===== src/rtl/dccm_store_buffer_pkg.sv =====
// dccm_store_buffer_pkg: shared sizes, entry type and address helper
// for the DCCM store buffer and its match CAM.
package dccm_store_buffer_pkg;
  localparam int SB_DEPTH = 4;
  localparam int SB_AW = 14;
  localparam int SB_PTR_W = $clog2(SB_DEPTH);

  typedef struct packed {
    logic [SB_AW-1:0] waddr;
    logic [31:0]      data;
  } sb_entry_t;

  function automatic logic [SB_AW-1:0] waddr_of(
    input logic [31:0] a
  );
    return a[SB_AW+1:2];
  endfunction
endpackage


===== src/rtl/dccm_sb_match.sv =====
// dccm_sb_match: combinational CAM over the valid store-buffer
// entries; reports the youngest entry whose word address matches.
module dccm_sb_match
  import dccm_store_buffer_pkg::*;
#(
  parameter int DEPTH = SB_DEPTH,
  localparam int PW = $clog2(DEPTH)
) (
  input  sb_entry_t        i_mem [DEPTH],
  input  logic [PW-1:0]    i_head,
  input  logic [PW:0]      i_count,
  input  logic [SB_AW-1:0] i_waddr,
  output logic             o_hit,
  output logic [PW-1:0]    o_idx,
  output logic [31:0]      o_data
);
  always_comb begin : scan
    logic [PW-1:0] slot;
    o_hit  = 1'b0;
    o_idx  = '0;
    o_data = '0;
    slot   = '0;
    // oldest to youngest, so the last match wins
    for (int k = 0; k < DEPTH; k++) begin
      slot = i_head + PW'(k);
      if (((PW+1)'(k) < i_count) &&
          (i_mem[slot].waddr == i_waddr)) begin
        o_hit  = 1'b1;
        o_idx  = slot;
        o_data = i_mem[slot].data;
      end
    end
  end
endmodule


===== src/rtl/dccm_store_buffer.sv =====
// dccm_store_buffer: FIFO store buffer in front of a 1-port SRAM.
// Define DCCM_STORE_COALESCE_EN to merge stores to buffered words.
module dccm_store_buffer
  import dccm_store_buffer_pkg::*;
#(
  parameter int DEPTH   = SB_DEPTH,
  parameter int SRAM_AW = SB_AW
) (
  input  logic               clk,
  input  logic               rst_n,
  input  logic               core_wr_en,
  input  logic [31:0]        core_wr_addr,
  input  logic [31:0]        core_wr_data,
  input  logic               core_rd_en,
  input  logic [31:0]        core_rd_addr,
  output logic [31:0]        core_rd_data,
  output logic               stall_o,
  input  logic               drain_req,
  output logic               idle_o,
  output logic               sram_cs,
  output logic               sram_we,
  output logic [SRAM_AW-1:0] sram_addr,
  output logic [31:0]        sram_wdata,
  input  logic [31:0]        sram_rdata
);
  localparam int PW = $clog2(DEPTH);
  localparam logic [PW:0] FULL = (PW+1)'(DEPTH);

  sb_entry_t     r_mem [DEPTH];
  logic [PW-1:0] r_head;
  logic [PW-1:0] r_tail;
  logic [PW:0]   r_count;
  logic          r_rd_valid;
  logic          r_hit;
  logic [31:0]   r_fwd;

  logic [SB_AW-1:0] w_wr_waddr;
  logic [SB_AW-1:0] w_rd_waddr;
  logic             w_buf_hit;
  logic [PW-1:0]    w_rd_idx_unused;
  logic [31:0]      w_buf_data;
  sb_entry_t        w_head_e;
  logic             w_empty;
  logic             w_blk;
  logic             w_wr_fwd;
  logic             w_rd_hit;
  logic             w_rd_miss;
  logic             w_pop;
  logic             w_co;
  logic             w_acc;
  logic             w_push;

  assign w_wr_waddr = waddr_of(core_wr_addr);
  assign w_rd_waddr = waddr_of(core_rd_addr);
  assign w_head_e   = r_mem[r_head];
  assign w_empty    = (r_count == '0);

  dccm_sb_match #(.DEPTH(DEPTH)) u_rd_match (
    .i_mem   (r_mem),
    .i_head  (r_head),
    .i_count (r_count),
    .i_waddr (w_rd_waddr),
    .o_hit   (w_buf_hit),
    .o_idx   (w_rd_idx_unused),
    .o_data  (w_buf_data)
  );

  assign w_blk    = drain_req && !w_empty;
  // a full buffer still takes a forwarded store: the hit frees a drain
  assign w_wr_fwd = core_wr_en && !w_blk &&
                    (w_wr_waddr == w_rd_waddr);
  assign w_rd_hit  = w_wr_fwd || w_buf_hit;
  assign w_rd_miss = rst_n && core_rd_en && !w_rd_hit;
  assign w_pop     = rst_n && !w_rd_miss && !w_empty;

`ifdef DCCM_STORE_COALESCE_EN
  logic          w_wr_hit;
  logic [PW-1:0] w_wr_idx;
  logic [31:0]   w_wr_data_unused;

  dccm_sb_match #(.DEPTH(DEPTH)) u_wr_match (
    .i_mem   (r_mem),
    .i_head  (r_head),
    .i_count (r_count),
    .i_waddr (w_wr_waddr),
    .o_hit   (w_wr_hit),
    .o_idx   (w_wr_idx),
    .o_data  (w_wr_data_unused)
  );

  assign w_co = rst_n && core_wr_en && !w_blk && w_wr_hit &&
                !(w_pop && (w_wr_idx == r_head));
`else
  assign w_co = 1'b0;
`endif

  assign w_acc  = rst_n && core_wr_en && !w_blk &&
                  (w_co || w_pop || (r_count != FULL));
  assign w_push = w_acc && !w_co;

  always_ff @(posedge clk) begin
    if (!rst_n) begin
      r_head     <= '0;
      r_tail     <= '0;
      r_count    <= '0;
      r_rd_valid <= 1'b0;
      r_hit      <= 1'b0;
      r_fwd      <= '0;
    end else begin
      if (w_push)
        r_tail <= r_tail + PW'(1);
      if (w_pop)
        r_head <= r_head + PW'(1);
      if (w_push && !w_pop)
        r_count <= r_count + (PW+1)'(1);
      else if (w_pop && !w_push)
        r_count <= r_count - (PW+1)'(1);
      r_rd_valid <= core_rd_en;
      r_hit      <= w_rd_hit;
      r_fwd      <= w_wr_fwd ? core_wr_data : w_buf_data;
    end
  end

  always_ff @(posedge clk) begin
    if (w_push)
      r_mem[r_tail] <= '{waddr: w_wr_waddr, data: core_wr_data};
`ifdef DCCM_STORE_COALESCE_EN
    if (w_co)
      r_mem[w_wr_idx].data <= core_wr_data;
`endif
  end

  assign core_rd_data = !r_rd_valid ? '0 :
                        r_hit ? r_fwd : sram_rdata;
  assign stall_o    = rst_n && core_wr_en && !w_acc;
  assign idle_o     = w_empty;
  assign sram_cs    = w_rd_miss || w_pop;
  assign sram_we    = w_pop;
  assign sram_addr  = w_rd_miss ? w_rd_waddr :
                      w_pop ? w_head_e.waddr : '0;
  assign sram_wdata = w_pop ? w_head_e.data : '0;
endmodule


===== config.mk =====
export PLATFORM = sky130hd
export DESIGN_NAME = dccm_store_buffer
export DESIGN_NICKNAME = d
export VERILOG_FILES = /design/src/rtl/dccm_store_buffer_pkg.sv /design/src/rtl/dccm_sb_match.sv /design/src/rtl/dccm_store_buffer.sv
export SDC_FILE = /design/constraint.sdc
export NUM_CORES = 1
export LEC_CHECK = 0
export ABC_CLOCK_PERIOD_IN_PS = 5500
export BUFFER_PORTS_ARGS = -buffer_cell sky130_fd_sc_hd__buf_2
export CORE_MARGIN = 2
export CORE_UTILIZATION = 55
export CTS_CLUSTER_DIAMETER = 30
export DETAILED_ROUTE_END_ITERATION = 12
export GPL_TIMING_DRIVEN = 0
export PLACE_DENSITY = 0.83
export SLEW_MARGIN = 20
export SYNTH_ARGS = -nofsm -noshare
export SYNTH_HDL_FRONTEND = slang
export SYNTH_HIERARCHICAL = 1
export SYNTH_SLANG_ARGS = --single-unit

===== constraint.sdc =====
create_clock -name clk -period 5.5 [get_ports clk]
set_clock_uncertainty 0.1 [all_clocks]
set_input_delay 0.55 -clock clk [delete_from_list [all_inputs] [get_ports clk]]
set_output_delay 0.55 -clock clk [all_outputs]
set_load 0.005 [all_outputs]

Word-level counts from Yosys, hierarchy flattened
Cells that the tools add are included.
{ "classes": {"n_addsub": 6, "n_mul": 0, "n_div": 0, "order_cmp": 10, "eq_ne": 6, "shift": 0, "mux": 31, "bitwise_logic": 5, "n_reduce_logical": 29} }
{ "ops": {"columns": ["operator", "n"], "rows": [
  ["$mux 46", 9],
  ["$bmux 46 s2", 4],
  ["$mux 32", 8],
  ["$bwmux 184", 1],
  ["$demux 46 s2", 1],
  ["$eq 14x14->1", 5],
  ["$mux 14", 2],
  ["$logic_and 1x1->1", 18],
  ["$ge 3x3->1 const B", 5],
  ["$not 2->3", 5],
  ["$logic_not 1->1", 6],
  ["$lt 1x3->1 const A", 2],
  ["$lt 2x3->1 const A", 2],
  ["$mux 3", 2],
  ["$add 2x1->2 const B", 2],
  ["$add 2x2->2 const B", 2],
  ["$mux 1", 4],
  ["$add 3x1->3 const B", 1],
  ["$logic_not 3->1", 1],
  ["$logic_or 1x1->1", 3],
  ["$lt 3x1->1 const B", 1],
  ["$ne 3x3->1 const B", 1],
  ["$sub 3x1->3 const B", 1],
  ["$reduce_bool 2->1", 1]
]} }
{ "totals": {"register_bits": 225, "latchBits": 0, "ramBits": 0, "rom_bits": 0, "inputBits": 133, "n_memories": 0} }

Depth between registers and ports, before layout
Gate-level depths: netlist of the first run.
{ "logic_depth": {"depth_word": 22, "ltp_mapped": 23} }

Cells and area by module
The synthesis of the first run kept the hierarchy.
{ "modules_own_cells": {"columns": ["module", "instances", "cells_per_inst", "area_per_inst_um2"], "rows": [
  ["dccm_store_buffer", 1, 620, 9522.9],
  ["dccm_sb_match", 1, 794, 5735.5]
]} }

Worst setup path after synthesis of the first run
OpenSTA, ideal clock, no wires.
{ "synth_path": {"path_kind": "flip-flop to flip-flop", "startpoint": "register r_head[1]", "endpoint": "register r_mem[0] in the netlist's numbering (enable)", "arrival_time_ns": 4.107, "required_ns": 4.992, "path_slack_ns": 0.885, "stages_incl_launch_ff": 17, "period_less_slack_ns": 4.615, "cell_sequence": "dfxtp_1 > buf_6 > buf_4 > buf_4 > mux2_2 > a221oi_1 > nand2_1 > a222oi_1 > and3_1 > buf_2 > nor2_1 > clkbuf_1 > nand2_1 > nand2b_1 > o31a_1 > buf_4 > and2_1"} }
{ "synth_between": {"elab_chain_len": 18, "elab_cells_between_ends": 39} }
{ "synth_rtl": {"columns": ["item", "line", "rtl"], "rows": [
  ["start, declared", "dccm_store_buffer.sv:30", "logic [PW-1:0] r_head;"],
  ["start signal, assigned", "dccm_store_buffer.sv:113", "r_head <= r_head + PW'(1);"],
  ["$add 2x1->2 or $not 2->3 (tied branches)", "dccm_sb_match.sv:25, dccm_sb_match.sv:27", null],
  ["$not 2->3 (not written as such) or $bmux 46 s2 (tied branches)", "dccm_sb_match.sv:27", "(i_mem[slot].waddr == i_waddr)) begin"],
  ["$bmux 46 s2 or $mux 46 (tied branches)", "dccm_sb_match.sv:27", null],
  ["$mux 46", null, null],
  ["$mux 46 or $eq 14x14->1 (tied branches)", null, null],
  ["$eq 14x14->1 or $logic_and 1x1->1 (tied branches)", "dccm_sb_match.sv:27, dccm_sb_match.sv:26", null],
  ["$logic_and 1x1->1 or $mux 1 (tied branches)", "dccm_sb_match.sv:26", "if (((PW+1)'(k) < i_count) &&"],
  ["$mux 1 (2 in series)", "dccm_sb_match.sv:26", null],
  ["(+1 left out)", null, null],
  ["net w_buf_hit", "dccm_store_buffer.sv:39", "logic w_buf_hit;"],
  ["$logic_or 1x1->1 (*)", "dccm_store_buffer.sv:72", "assign w_rd_hit = w_wr_fwd || w_buf_hit;"],
  ["$logic_not 1->1 (*)", "dccm_store_buffer.sv:73", "assign w_rd_miss = rst_n && core_rd_en && !w_rd_hit;"],
  ["$logic_and 1x1->1 (*)", "dccm_store_buffer.sv:73", null],
  ["$logic_not 1->1 (*)", "dccm_store_buffer.sv:74", "assign w_pop = rst_n && !w_rd_miss && !w_empty;"],
  ["$logic_and 1x1->1 (*) (2 in series)", "dccm_store_buffer.sv:74", null],
  ["$logic_or 1x1->1 (*)", "dccm_store_buffer.sv:98", "(w_co || w_pop || (r_count != FULL));"],
  ["$logic_and 1x1->1 (*)", "dccm_store_buffer.sv:97", "assign w_acc = rst_n && core_wr_en && !w_blk &&"],
  ["net w_acc", "dccm_store_buffer.sv:50", "logic w_acc;"],
  ["end signal, assigned by index", "dccm_store_buffer.sv:126", "r_mem[r_tail] <= '{waddr: w_wr_waddr, data: core_wr_data};"],
  ["end, declared", "dccm_store_buffer.sv:29", "sb_entry_t r_mem [DEPTH];"]
]} }
Mark *: on every way through the listed nets, which the timed path passes. The rest lies on a longest branch. The select of a mux whose other input is x is not followed.
A chain may end at the register's enable or synchronous reset.

Worst setup path in the final report of the first run
{ "layout_path": {"startpoint": "register r_head[1]", "endpoint": "output sram_wdata[1]"} }
{ "layout_between": {"elab_chain_len": 17, "elab_cells_between_ends": 38} }
{ "layout_rtl": {"columns": ["item", "line", "rtl"], "rows": [
  ["$add 2x1->2 or $not 2->3 (tied branches)", "dccm_sb_match.sv:25, dccm_sb_match.sv:27", null],
  ["$not 2->3 (not written as such) or $bmux 46 s2 (tied branches)", "dccm_sb_match.sv:27", null],
  ["$bmux 46 s2 or $mux 46 (tied branches)", "dccm_sb_match.sv:27", null],
  ["$mux 46", null, null],
  ["$mux 46 or $eq 14x14->1 (tied branches)", null, null],
  ["$eq 14x14->1 or $logic_and 1x1->1 (tied branches)", "dccm_sb_match.sv:27, dccm_sb_match.sv:26", null],
  ["$logic_and 1x1->1 or $mux 1 (tied branches)", "dccm_sb_match.sv:26", null],
  ["$mux 1 (2 in series)", "dccm_sb_match.sv:26", null],
  ["$mux 1 (*)", "dccm_sb_match.sv:26", null],
  ["net w_buf_hit", "dccm_store_buffer.sv:39", null],
  ["$logic_or 1x1->1 (*)", "dccm_store_buffer.sv:72", null],
  ["$logic_not 1->1 (*)", "dccm_store_buffer.sv:73", null],
  ["$logic_and 1x1->1 (*)", "dccm_store_buffer.sv:73", null],
  ["$logic_not 1->1 (*)", "dccm_store_buffer.sv:74", null],
  ["$logic_and 1x1->1 (*) (2 in series)", "dccm_store_buffer.sv:74", null],
  ["$mux 32 (*)", "dccm_store_buffer.sv:141", "assign sram_wdata = w_pop ? w_head_e.data : '0;"],
  ["end, declared", "dccm_store_buffer.sv:23", "output logic [31:0] sram_wdata,"]
]} }
Marked as above.

==> results.sh, run 1 <==
export IMPL_post_route_drc_count=0
export IMPL_nNetsFinal=1771
export IMPL_dr_wl_met3_um=7264
export IMPL_crit_path_frequent_cell="buf_6"
export IMPL_crit_start="r_head[1]"
export IMPL_die_area_um2=28950
export IMPL_cp_slowest_cell="a2111oi_0"
export IMPL_io_pin_count=215
export IMPL_netlist_instances=1402
export IMPL_leakagePower_uw=0.006255
export IMPL_setup_viol=0
export IMPL_yosys_warnings=6
export IMPL_initial_core_util_pct=56.19
export IMPL_fmax_ghz=0.1849
export IMPL_crit_fanout=14
export IMPL_critPathLaunchType="register"
export IMPL_dr_pass1_iters=7
export IMPL_grt_pass1_vias=13522
export IMPL_timing_final_crit_period_ns=5.408
export IMPL_via_per_inst=6.865
export IMPL_layout_drive_gt1_share_pct=26.96
export IMPL_multiInputGateArea_um2=8238
export IMPL_cts_made_buffers=45
export IMPL_rsz0062_at_grt="no"
export IMPL_worstPathCellList="buf_8 -> buf_6 -> buf_6 -> mux2i_1 -> xnor2_1 -> a2111oi_0 -> o22ai_1 -> nor4_1 -> nor2_1 -> nand2_1 -> nand2b_1 -> a21oi_2 -> or2_4 -> clkinv_2 -> buf_6 -> and2_1 -> buf_2"
export IMPL_h_tree_depth=2
export IMPL_drv_slew=0
export IMPL_portBuffers=178
export IMPL_clk_path_buf_depth=3
export IMPL_seq_area_um2=6346
export IMPL_drt_iter0_drc=2371
export IMPL_cap_violations=0
export IMPL_syn_area_per_cell_um2=10.83
export IMPL_required_ns=4.85
export IMPL_grt_usage_pct=35.89
export IMPL_fin_ws_ns=0.09226
export IMPL_hold_violations=0
export IMPL_grt_pass1_wl_um=78910
export IMPL_met1_length_um=20520
export IMPL_std_cell_rows=60
export IMPL_setup_tns_ns=0
export IMPL_detail_route_antenna_nets=0
export IMPL_dieHeight_um=170.2
export IMPL_timing_final_crit_share_pct=98.32
export IMPL_p_per_area_nw_per_um2=411.4
export IMPL_area_growth_pct=20.59
export IMPL_cts_tree="done"
export IMPL_place_hpwl_um=36650
export IMPL_vias=13820
export IMPL_endpoint_kind="output pin"
export IMPL_die_x_um=170.2
export IMPL_wl_met2_um=22130
export IMPL_worstHoldStart="core_wr_data[12]"
export IMPL_drt_wl_total_um=52190
export IMPL_timing_slew_headroom_pct=31.44
export IMPL_hp_class="input pin to register"
export IMPL_crit_family="simple AND/OR/NAND/NOR gates"
export IMPL_worst_path_buf_inv=6
export IMPL_arrival_ns=4.76
export IMPL_core_region_area_um2=27030
export IMPL_pre_cts_slack_ns=-0.2637
export IMPL_cts_hold_buf=0
export IMPL_synth_fp_nets=1541
export IMPL_wire_per_inst_um=25.92
export IMPL_routabilityCongestion=1.011
export IMPL_clkTransAtPathRegs_ns=0.05
export IMPL_final_common_cell="buf_2"
export IMPL_cts_sinks=225
export IMPL_top_layer="met4"
export IMPL_fill_cells=1964
export IMPL_cpPeakStageDelay_ns=0.73
export IMPL_ir_drop_uv=302.5
export IMPL_grt_ovfl_total=0
export IMPL_status="complete, no violations"
export IMPL_clockRootBuffer="clkbuf_16"
export IMPL_r2r_start="r_head[1]"
export IMPL_antenna_found_initial=3
export IMPL_netlist_area_um2=15180
export IMPL_insertion_delay_ns=0.57
export IMPL_power_uw=7533
export IMPL_layout_common_cells="188 x buf_2, 184 x edfxtp_1, 167 x mux2i_1"
export IMPL_grt_start_max_net_pins=36
export IMPL_worst_slew_pin_transition_ns=1.028
export IMPL_path_class="register to output pin"
-- repair_timing --
action / 4_1_cts / 5_1_grt
gates resized for setup: 24 / 15
pin swaps: 2 / 3
setup endpoints to repair: 51 / 44
setup buffers: 0 / 2
-- final cells by class --
cell class                      count  area share [%]
Multi-Input combinational cell   1025           44.99
Sequential cell                   225           34.66
Clock buffer                       50           6.307
Timing Repair Buffer              184           5.507
Buffer                            140           3.717
Tap cell                          341           2.330
Clock inverter                     34           2.221
Inverter                           11          0.2323
Antenna cell                        3         0.04100
-- where the power goes --
part / switching [uW] / total, uW / internal, uW / leakage (uW)
registers: 83.8 / 2040 / 1960 / 0.00200
clock network: 1020 / 2770 / 1750 / 0.000748
logic: 1610 / 2710 / 1110 / 0.00351
-- path summary, 6_finish.rpt --
check                       end  depth (start not counted)  slack [ns]
setup reg to reg     r_count[2]                         19        0.56
hold / removal       r_mem[104]                          1        0.11
hold reg to reg       r_tail[1]                          2        0.41
setup / recovery  sram_wdata[1]                         17        0.09
-- registers in the layout, summed over array words and instances, names as in the netlist --
name and cells:
r_mem 184, r_fwd 32, r_count 3, r_head 2
r_tail 2, r_hit 1, r_rd_valid 1
-- per-stage QoR --
step                      hold WS, ns  util, %  cells  cell area, um2
after global routing           0.1149    67.75   2013           18310
after detailed placement       0.4069    61.48   1925           16610
final                          0.1132    67.75   2013           18310
after CTS                      0.1047    67.55   2009           18260
after floorplan                0.3677        -   1402           15180
after global placement         0.3815    61.06   1921           16500
-- metal layers --
layer | track usage [%] | vias to the layer above
met5 | 0 | -
met2 | 52.07 | 1199
met1 | 50.92 | 6571
met4 | 14.68 | 0
li1 | - | 5845
met3 | 9.860 | 205
Note: power is estimated with default switching activity, not from simulation.
==> run 2, diff against run 1 <==
--- a/config.mk
+++ b/config.mk
@@ -7,12 +7,15 @@
 export LEC_CHECK = 0
 export ABC_CLOCK_PERIOD_IN_PS = 5500
 export BUFFER_PORTS_ARGS = -buffer_cell sky130_fd_sc_hd__buf_2
+export CELL_PAD_IN_SITES_DETAIL_PLACEMENT = 1
+export CELL_PAD_IN_SITES_GLOBAL_PLACEMENT = 1
 export CORE_MARGIN = 2
-export CORE_UTILIZATION = 55
+export CORE_UTILIZATION = 46
+export CTS_BUF_LIST = sky130_fd_sc_hd__clkbuf_16
 export CTS_CLUSTER_DIAMETER = 30
 export DETAILED_ROUTE_END_ITERATION = 12
 export GPL_TIMING_DRIVEN = 0
-export PLACE_DENSITY = 0.83
+export PLACE_DENSITY = 0.87
 export SLEW_MARGIN = 20
 export SYNTH_ARGS = -nofsm -noshare
 export SYNTH_HDL_FRONTEND = slang
==> results.sh, run 2 (synthesis gave the netlist of run 1 again) <==
export IMPL_status="complete, no violations"
export IMPL_post_route_drc_count=0
export IMPL_grt_pass1_vias=14827
export IMPL_leakagePower_uw=0.006350
export IMPL_grt_usage_pct=35.62
export IMPL_area_growth_pct=22.76
export IMPL_hold_depth=1
export IMPL_fmax_ghz=0.1836
export IMPL_ir_drop_uv=238.0
export IMPL_cts_hold_buf=0
export IMPL_holdPathEnd="r_mem[99]"
export IMPL_fin_ws_ns=0.05440
export IMPL_drt_iter0_drc=1815
export IMPL_wire_per_inst_um=29.05
export IMPL_layout_common_cells="188 x buf_2, 184 x edfxtp_1, 167 x mux2i_1"
export IMPL_timing_final_crit_share_pct=99.01
export IMPL_arrival_ns=4.80
export IMPL_hp_class="input pin to register"
export IMPL_required_ns=4.85
export IMPL_p_per_area_nw_per_um2=427.9
export IMPL_final_common_cell="buf_2"
export IMPL_cts_tree="done"
export IMPL_nNetsFinal=1777
export IMPL_endpoint_kind="output pin"
export IMPL_fill_cells=3529
export IMPL_crit_fanout=14
export IMPL_reg_top3="r_mem: 184 flops, r_fwd: 32 flops, r_count: 3 flops"
export IMPL_placedInstanceArea_um2=16730
export IMPL_cap_violations=0
export IMPL_layout_drive_gt1_share_pct=27.56
export IMPL_rsz0062_at_grt="no"
export IMPL_r2r_start="r_head[0]"
export IMPL_vias=14210
export IMPL_portBuffers=178
export IMPL_dieHeight_um=185.7
export IMPL_insertion_delay_ns=0.57
export IMPL_drv_slew=0
export IMPL_die_area_um2=34480
export IMPL_cts_sinks=225
export IMPL_die_x_um=185.7
export IMPL_rrSetupSlack_ns=0.51
export IMPL_worstHoldStart="core_wr_data[7]"
export IMPL_setup_viol=0
export IMPL_via_per_inst=6.693
export IMPL_initial_core_util_pct=46.67
export IMPL_h_tree_depth=2
export IMPL_fin_util_pct=57.29
export IMPL_critPathLaunchType="register"
export IMPL_routabilityCongestion=1.012
export IMPL_std_cell_rows=66
export IMPL_pre_cts_slack_ns=-0.5027
export IMPL_worst_slew_pin_transition_ns=1.080
export IMPL_largest_register="r_mem"
export IMPL_grt_pass1_wl_um=91620
export IMPL_largest_reg_flops=184
export IMPL_place_hpwl_um=42080
export IMPL_clkTransAtPathRegs_ns=0.05
export IMPL_path_class="register to output pin"
export IMPL_clk_path_buf_depth=3
export IMPL_final_cell_area_um2=18640
export IMPL_antenna_found_initial=1
export IMPL_grt_start_max_net_pins=34
export IMPL_grt_ovfl_total=0
export IMPL_hold_violations=0
export IMPL_detail_route_antenna_nets=0
export IMPL_reg2regPathDepth=11
export IMPL_io_pin_count=215
export IMPL_regToRegEndpoint="r_fwd[31]"
export IMPL_timing_slew_headroom_pct=28.00
export IMPL_cts_made_buffers=50
export IMPL_timing_final_crit_period_ns=5.446
export IMPL_drt_wl_total_um=61680
export IMPL_core_region_area_um2=32540
export IMPL_dr_pass1_iters=6
export IMPL_clockRootBuffer="clkbuf_16"
run 2: cell types whose count changed in the layout (fill, tap and decap cells not counted), moves of 3 or more:
cell        delta
clkbuf_1       -4
clkbuf_16      +6
clkbuf_4       -3
clkinv_2       +5
clkinv_4       -4
clkinvlp_4     +7
inv_1          +4
run 2: timing repair:
| action | 4_1_cts | 5_1_grt |
|---|---|---|
| resized for setup | 34 | 15 |
| hold endpoints to repair | 0 | 0 |
| setup endpoints to repair | 56 | 44 |
| pin swaps | 5 | 3 |
| setup buffers | 3 | 0 |
run 2: worst max-delay path by stage:
stage | start | to | slack (ns) | cells past startpoint
2_1_floorplan | r_head[1] | r_mem[0] | 0.90 | 16
3_3_place_gp | r_head[0] | r_mem[20] | -1.54 | 15
3_5_place_dp | r_head[1] | sram_addr[12] | -0.50 | 19
4_1_cts | r_head[0] | sram_wdata[1] | 0.03 | 19
5_1_grt | r_head[1] | sram_wdata[1] | 0.001 | 17
6_report | r_head[1] | sram_wdata[1] | 0.05 | 17
run 2: stage by stage:
| stage | instances | TNS [ns] | hold WS, ns | power, uW |
|---|---|---|---|---|
| after global placement | 2022 | -286.88 | 0.3825 | 4628 |
| after CTS | 2122 | 0 | 0.09534 | 7855 |
| after detailed placement | 2026 | -9.107 | 0.4079 | 4724 |
| after floorplan | 1402 | 0 | 0.3677 | 3804 |
| after global routing | 2123 | 0 | 0.1033 | 8190 |
| final | 2123 | 0 | 0.09958 | 7977 |
run 2: routing by layer:
layer  vias up  global-route usage, %  share of wire (%)
met3       237                  7.318                 10
met1      7111                  48.00                 40
met5         -                      0                  0
met2      1012                  55.66                 45
met4         0                  15.46                4.3
li1       5850                      -                  -
run 2: cell type report:
type,instances,area [um2],share of cell area [%]
multi-input cells,1025,8253,44.27
flip-flops and latches,225,6346,34.04
clock buffers,51,1276,6.847
repair buffers,185,1008,5.410
plain buffers,140,703.2,3.772
well taps,442,553.0,2.967
clock inverters,43,455.4,2.443
inverters,11,42.54,0.2282
diodes,1,2.502,0.01342
run 2: worst max-delay path, stage by stage (launching register included):
cell      delay (ns)
dfxtp_1         0.39
buf_12          0.20
mux4_2          0.53
xor2_1          0.17
nor4_2          0.50
nand4_1         0.31
nor2_4          0.18
clkbuf_2        0.27
nor2_4          0.09
clkbuf_8        0.18
nand2_1         0.13
nand2b_2        0.20
a21oi_2         0.06
or2_4           0.28
clkinv_2        0.15
buf_6           0.19
and2_1          0.22
buf_2           0.15
run 2: power by group:
| group | internal, uW | leakage (uW) | switching, uW |
|---|---|---|---|
| Clock | 1990 | 0.000827 | 1080 |
| Sequential | 1960 | 0.00200 | 93.5 |
| Combinational | 1120 | 0.00352 | 1730 |
